===== config.mk =====
export PLATFORM = sky130hd
export DESIGN_NAME = sap_controller
export DESIGN_NICKNAME = d
export VERILOG_FILES = /design/src/rtl/sap_pkg.sv /design/src/rtl/sap_ring_counter.sv /design/src/rtl/sap_controller.sv
export SDC_FILE = /design/constraint.sdc
export NUM_CORES = 1
export LEC_CHECK = 0
export CORE_AREA = 2 2 39 41
export CTS_BUF_LIST = sky130_fd_sc_hd__clkbuf_8
export DETAILED_ROUTE_END_ITERATION = 12
export DIE_AREA = 0 0 41 43
export GPL_TIMING_DRIVEN = 0
export PLACE_DENSITY = 0.66
export SLEW_MARGIN = 10
export SYNTH_ARGS = -nofsm -noshare
export SYNTH_HDL_FRONTEND = slang
export SYNTH_SLANG_ARGS = --single-unit
export TNS_END_PERCENT = 20

===== constraint.sdc =====
create_clock -name clk -period 2.87 [get_ports clk]
set_input_delay 0.7175 -clock clk [delete_from_list [all_inputs] [get_ports clk]]
set_output_delay 0.7175 -clock clk [all_outputs]
set_load 0.01 [all_outputs]

===== src/rtl/sap_pkg.sv =====
// Shared types for the SAP control sequencer.
// SAP_JMP_EN adds the pc_ld strobe used by JMP.
package sap_pkg;

  typedef enum logic [3:0] {
    OP_LDA = 4'h0,
    OP_ADD = 4'h1,
    OP_SUB = 4'h2,
    OP_JMP = 4'h6,
    OP_OUT = 4'he,
    OP_HLT = 4'hf
  } opcode_t;

  typedef enum logic [2:0] {
    S_PAUSE = 3'd0,
    S_T1    = 3'd1,
    S_T2    = 3'd2,
    S_T3    = 3'd3,
    S_T4    = 3'd4,
    S_T5    = 3'd5,
    S_T6    = 3'd6,
    S_HALT  = 3'd7
  } tstate_t;

  typedef struct packed {
    logic pc_en;
    logic ir_en;
    logic mem_en;
    logic a_en;
    logic adder_en;
    logic pc_inc;
    logic mar_ld;
    logic ir_ld;
    logic a_ld;
    logic b_ld;
    logic out_ld;
    logic sub;
`ifdef SAP_JMP_EN
    logic pc_ld;
`endif
    logic instr_done;
    logic halted;
  } ctrl_t;

endpackage


===== src/rtl/sap_ring_counter.sv =====
// T-state register with run gating and HALT absorption.
// Async active-high reset returns to PAUSE.
module sap_ring_counter
  import sap_pkg::*;
(
  input  logic    clk,
  input  logic    rst,
  input  logic    i_run,
  input  logic    i_hlt,
  output tstate_t o_state
);

  tstate_t r_state;
  tstate_t w_next;

  always_comb begin
    w_next = r_state;
    case (r_state)
      S_PAUSE: w_next = i_run ? S_T1 : S_PAUSE;
      S_T1:    w_next = S_T2;
      S_T2:    w_next = S_T3;
      S_T3:    w_next = S_T4;
      S_T4:    w_next = i_hlt ? S_HALT : S_T5;
      S_T5:    w_next = S_T6;
      S_T6:    w_next = i_run ? S_T1 : S_PAUSE;
      S_HALT:  w_next = S_HALT;
      default: w_next = S_PAUSE;
    endcase
  end

  always_ff @(posedge clk or posedge rst) begin
    if (rst) r_state <= S_PAUSE;
    else     r_state <= w_next;
  end

  assign o_state = r_state;

endmodule


===== src/rtl/sap_controller.sv =====
// SAP control sequencer: T-state counter plus opcode decode.
// Define SAP_JMP_EN to add the JMP instruction and pc_ld port.
module sap_controller
  import sap_pkg::*;
(
  input  logic       clk,
  input  logic       rst,
  input  logic       run,
  input  logic [3:0] opcode,
  output logic       pc_en,
  output logic       ir_en,
  output logic       mem_en,
  output logic       a_en,
  output logic       adder_en,
  output logic       pc_inc,
  output logic       mar_ld,
  output logic       ir_ld,
  output logic       a_ld,
  output logic       b_ld,
  output logic       out_ld,
  output logic       sub,
`ifdef SAP_JMP_EN
  output logic       pc_ld,
`endif
  output logic       instr_done,
  output logic       halted
);

  tstate_t w_state;
  ctrl_t   w_c;
  logic    w_hlt;

  assign w_hlt = (opcode == OP_HLT);

  sap_ring_counter u_ring (
    .clk     (clk),
    .rst     (rst),
    .i_run   (run),
    .i_hlt   (w_hlt),
    .o_state (w_state)
  );

  always_comb begin
    w_c = '0;
    case (w_state)
      S_T1: begin
        w_c.pc_en  = 1'b1;
        w_c.mar_ld = 1'b1;
      end
      S_T2: w_c.pc_inc = 1'b1;
      S_T3: begin
        w_c.mem_en = 1'b1;
        w_c.ir_ld  = 1'b1;
      end
      S_T4: begin
        case (opcode)
          OP_LDA, OP_ADD, OP_SUB: begin
            w_c.ir_en  = 1'b1;
            w_c.mar_ld = 1'b1;
          end
          OP_OUT: begin
            w_c.a_en   = 1'b1;
            w_c.out_ld = 1'b1;
          end
`ifdef SAP_JMP_EN
          OP_JMP: begin
            w_c.ir_en = 1'b1;
            w_c.pc_ld = 1'b1;
          end
`endif
          default: ;
        endcase
      end
      S_T5: begin
        case (opcode)
          OP_LDA: begin
            w_c.mem_en = 1'b1;
            w_c.a_ld   = 1'b1;
          end
          OP_ADD, OP_SUB: begin
            w_c.mem_en = 1'b1;
            w_c.b_ld   = 1'b1;
          end
          default: ;
        endcase
      end
      S_T6: begin
        w_c.instr_done = 1'b1;
        if (opcode == OP_ADD || opcode == OP_SUB) begin
          w_c.adder_en = 1'b1;
          w_c.a_ld     = 1'b1;
          w_c.sub      = (opcode == OP_SUB);
        end
      end
      S_HALT: w_c.halted = 1'b1;
      default: ;
    endcase
  end

  assign pc_en      = w_c.pc_en;
  assign ir_en      = w_c.ir_en;
  assign mem_en     = w_c.mem_en;
  assign a_en       = w_c.a_en;
  assign adder_en   = w_c.adder_en;
  assign pc_inc     = w_c.pc_inc;
  assign mar_ld     = w_c.mar_ld;
  assign ir_ld      = w_c.ir_ld;
  assign a_ld       = w_c.a_ld;
  assign b_ld       = w_c.b_ld;
  assign out_ld     = w_c.out_ld;
  assign sub        = w_c.sub;
`ifdef SAP_JMP_EN
  assign pc_ld      = w_c.pc_ld;
`endif
  assign instr_done = w_c.instr_done;
  assign halted     = w_c.halted;

endmodule


==> impl_table.tex, run 1 <==
\begin{tabular}{lr}
\hline
Metric & Value \\
\hline
\multicolumn{2}{l}{\textbf{Pwr}} \\
Internal portion of total power & 0.000335 W \\
Clock network fraction of design power & 0.214 \\
Share of total power in combinational logic & 0.641 \\
P\_leak & 0.352 nW \\
Net Sw Power & 0.000231 W \\
Switching Share & 0.408 \\
Highest ir drop seen on vdd & 0.316 mV \\
Sequential group share of total power & 0.145 \\
Power per cell area & 910 nW/µm² \\
\multicolumn{2}{l}{\textbf{Yosys}} \\
Multiplexer area fraction after synthesis & 0 \\
Nets in the synthesized netlist & 55 \\
Cell area after technology mapping & 322 µm² \\
Dominant combinational cell family by area after synthesis & simple AND/OR/NAND/NOR gates \\
Dominant cell type by area after synthesis & dfrtp\_1 \\
Post-synthesis cell count & 48 \\
Xor/xnor cell area share of the yosys netlist & 0.0545 \\
Average cell area after synthesis & 6.70 µm² \\
Synth Area in Simple Gates & 0.498 \\
Post-synthesis share of cell area spent on full adders, half adders and majority gates & 0 \\
Share of the synthesized area in the top cell type & 0.233 \\
Number of different library cells in the post-synthesis netlist & 22 \\
Number of warnings issued by yosys & 0 \\
Compound-gate portion of the synthesized area & 0.0934 \\
Area contributors post-synth & dfrtp\_1 (23\%), nor2\_1 (11\%), nand2b\_1 (9.7\%), nand2\_1 (8.2\%), and2b\_1 (4.7\%) \\
Post-synthesis sequential area ratio & 0.233 \\
Flop and latch count out of synthesis & 3 \\
\multicolumn{2}{l}{\textbf{Drt}} \\
Met3 Routed Length & 88 µm \\
Met2 routed wirelength & 452 µm \\
Count of antenna-violating nets left after detailed routing & 0 \\
First DRT Iteration DRCs & 7 \\
Final wirelength & 961 µm \\
Uppermost layer routed & met4 \\
Average wire per cell in the routed design & 10.9 µm \\
Drt pass-1 iters & 4 \\
Via Count & 418 \\
Number of remaining DRC errors & 0 \\
Per-cell via count in the routed design & 4.75 \\
Sum of routed wire segments on met1 & 399 µm \\
\multicolumn{2}{l}{\textbf{Layout}} \\
Number of fill cells & 140 \\
Final core utilization & 0.449 \\
Syn-to-layout area delta & 93.4\% \\
Final non-filler cell area & 622 µm² \\
Proportion of layout cells with a drive suffix above 1 & 0.167 \\
FF+latch area & 75.1 µm² \\
Fin nets & 80 \\
Area taken by multi-input logic gates & 240 µm² \\
Antenna fix cells & 0 \\
\multicolumn{2}{l}{\textbf{Critical path}} \\
Worst path buffer plus inverter count & 3 \\
Family of cells with the greatest summed delay on the critical path & buffers and inverters \\
Arrival time of the worst setup path & 2.01 ns \\
Register-to-register setup slack & 1.80 ns \\
Startpoint of the lowest-slack register-to-register path & u\_ring.o\_state[1] \\
Type of element capturing the critical path & output pin \\
Critical Path, Cell by Cell & clkdlybuf4s50\_1 > nand2b\_4 > nor4\_4 > buf\_4 > dlygate4sd2\_1 \\
Peak fanout along the critical path & 4 \\
Critical path required time & 2.15 ns \\
Critical Path Slowest Stage Cell & clkdlybuf4s50\_1 \\
Depth of the worst register-to-register path & 4 \\
Critical Path Start Type & primary input \\
Type of the setup path with the least slack & in -> out \\
Setup crit start & opcode[0] \\
Max incr delay on CP & 0.49 ns \\
End of the worst register-to-register path & u\_ring.o\_state[1] \\
\multicolumn{2}{l}{\textbf{Floorplan}} \\
Starting Density & 0.232 \\
Die ar. & 1760 µm² \\
Die extent in x & 41 µm \\
Core Box Area & 1380 µm² \\
Top-level I/O count & 21 \\
Standard-cell row count & 14 \\
Overall die height & 43 µm \\
\multicolumn{2}{l}{\textbf{Global route}} \\
Total grt overflow & 0 \\
Antenna violations before repair & 0 \\
First-pass GRT wire length & 1.55 mm \\
Combined global-route utilization of all metal layers & 0.137 \\
Pin count of the biggest net entering global routing & 11 \\
Vias in the first global route & 360 \\
\multicolumn{2}{l}{\textbf{Timing}} \\
Share of the clock period used by the worst path & 0.952 \\
Final Max Tran Viols & 0 \\
Least-Margin Pin Slew & 0.264 ns \\
Worst relative slew slack & 0.822 \\
Highest Clock Rate & 0.366 GHz \\
Final Hold Fails & 0 \\
Clock Skew & 0.00316 ns \\
Number of setup violations in the final report & 0 \\
Crit path time final & 2.73 ns \\
Setup repair after global routing missed its margin & false \\
\multicolumn{2}{l}{\textbf{Clock network}} \\
Worst-Skew Late Latency & 0.22 ns \\
CTS tree & built \\
Clock tree root buffer cell & clkbuf\_8 \\
Buffer depth of the longest clock path & 2 \\
CTS Sinks & 3 \\
Number of hold-repair buffers added at the cts stage & 0 \\
Number of levels the H-tree was split into & 1 \\
CTS buffer count & 3 \\
Post-CTS setup repair buffer count & 0 \\
Clock edge transition at the registers on the reported setup and hold paths & 0.03 ns \\
\multicolumn{2}{l}{\textbf{Placement}} \\
Post-DP Area & 542 µm² \\
Placer Congestion & 0.774 \\
Post-DP HPWL & 653 µm \\
Port Buf Inserts & 20 \\
\multicolumn{2}{l}{\textbf{Outcome}} \\
Result of the run & finished clean \\
\multicolumn{2}{l}{\textbf{Job}} \\
Max-cap violations & 0 \\
\multicolumn{2}{l}{\textbf{Worst hold path}} \\
Critical hold path startpoint & u\_ring.o\_state[0] \\
Class of the tightest hold or removal check & reg -> reg \\
Endpoint of the worst hold-timing path & u\_ring.o\_state[0] \\
Number of instances on the worst hold path & 3 \\
\hline
\end{tabular}
-- worst max path at each step --
| stage | to | cells after the start | slack (ns) |
|---|---|---|---|
| 2_1_floorplan | out_ld | 3 | 0.65 |
| 3_3_place_gp | out_ld | 5 | -0.18 |
| 3_5_place_dp | out_ld | 5 | -0.17 |
| 4_1_cts | mar_ld | 5 | 0.00007 |
| 5_1_grt | out_ld | 5 | 0.07 |
| 6_report | out_ld | 5 | 0.14 |
-- cells in the final DEF, fill, tap and decap left out, types with 2 or more instances in the layout --
cell type and instances:
nand3_1 2, buf_4 2, and2b_1 2, clkdlybuf4s50_1 10, nor2_1 8, and3_1 2
dlymetal6s2s_1 4, nor3_1 2, dlygate4sd2_1 6, nand2b_1 4, nand2_1 6, dfrtp_1 3
inv_1 2, a31oi_1 2, clkbuf_8 3
-- per-stage QoR --
stage,worst slack [ns],std cells,hold slack (ns),setup TNS (ns),total power [W]
floorplan,0.651,48,0.471,0,0.000303
detailed placement,-0.170,84,0.580,-0.657,0.000435
global placement,-0.184,84,0.584,-0.699,0.000433
global route,0.0650,88,0.636,0,0.000612
finish,0.138,88,0.579,0,0.000566
CTS,0.0000653,88,0.584,0,0.000567
-- area by class of cell --
cell class              instances  share of cell area
plain buffers                   4              0.0503
clock buffers                   3              0.0664
clock inverters                 1             0.00604
inverters                       2              0.0121
multi-input cells              39               0.386
flip-flops and latches          3               0.121
well taps                      16              0.0322
repair buffers                 20               0.326
-- kinds of logic after synthesis --
logic type / after synthesis
XOR/XNOR: 2
AO/OA/AOI/OAI: 5
AND/OR/NAND/NOR: 32
buffers and inverters: 6
flip-flops: 3
-- worst min-delay path: cells and delay by family, from the launching register on --
kind,cells,cell delay [ns]
flip-flops,1,0.33
AO/OA/AOI/OAI,1,0.06
AND/OR/NAND/NOR,2,0.15
-- synth_stat cells, drive strengths merged --
cell type / instances
nor2: 9
nand2: 7
nand2b: 5
buf: 4
dfrtp: 3
a31oi: 2
and2b: 2
and3: 2
inv: 2
nand3: 2
nor3: 2
a21oi: 1
nand4: 1
nor4: 1
nor4b: 1
o21ai: 1
o31ai: 1
xnor2: 1
xor2: 1
-- metal layers --
layer	vias up	track usage
met5	-	0
met3	2	0.0471
met4	0	0.120
met2	21	0.169
li1	209	-
met1	186	0.178
-- repair_timing --
item	in CTS	in global routing
endpoints found under the hold margin	0	0
endpoints found under the setup margin	9	4
pin swaps	1	0
resized for setup	11	5
-- power by group through the flow --
stage | clock, W | sequential [W] | combinational (W)
6_report | 0.000121 | 0.0000818 | 0.000363
5_1_grt | 0.000126 | 0.0000852 | 0.000401
4_1_cts | 0.000122 | 0.0000815 | 0.000363
3_5_place_dp | 0 | 0.0000817 | 0.000353
3_3_place_gp | 0 | 0.0000821 | 0.000351
2_1_floorplan | 0 | 0.0000781 | 0.000225
Power figures use the tool's default switching activity.
==> run 2, diff against run 1 <==
CAP_MARGIN = 0   (was not set)
==> results of run 2 <==
No change in the layout: final DEF, timing and power equal those of run 1.
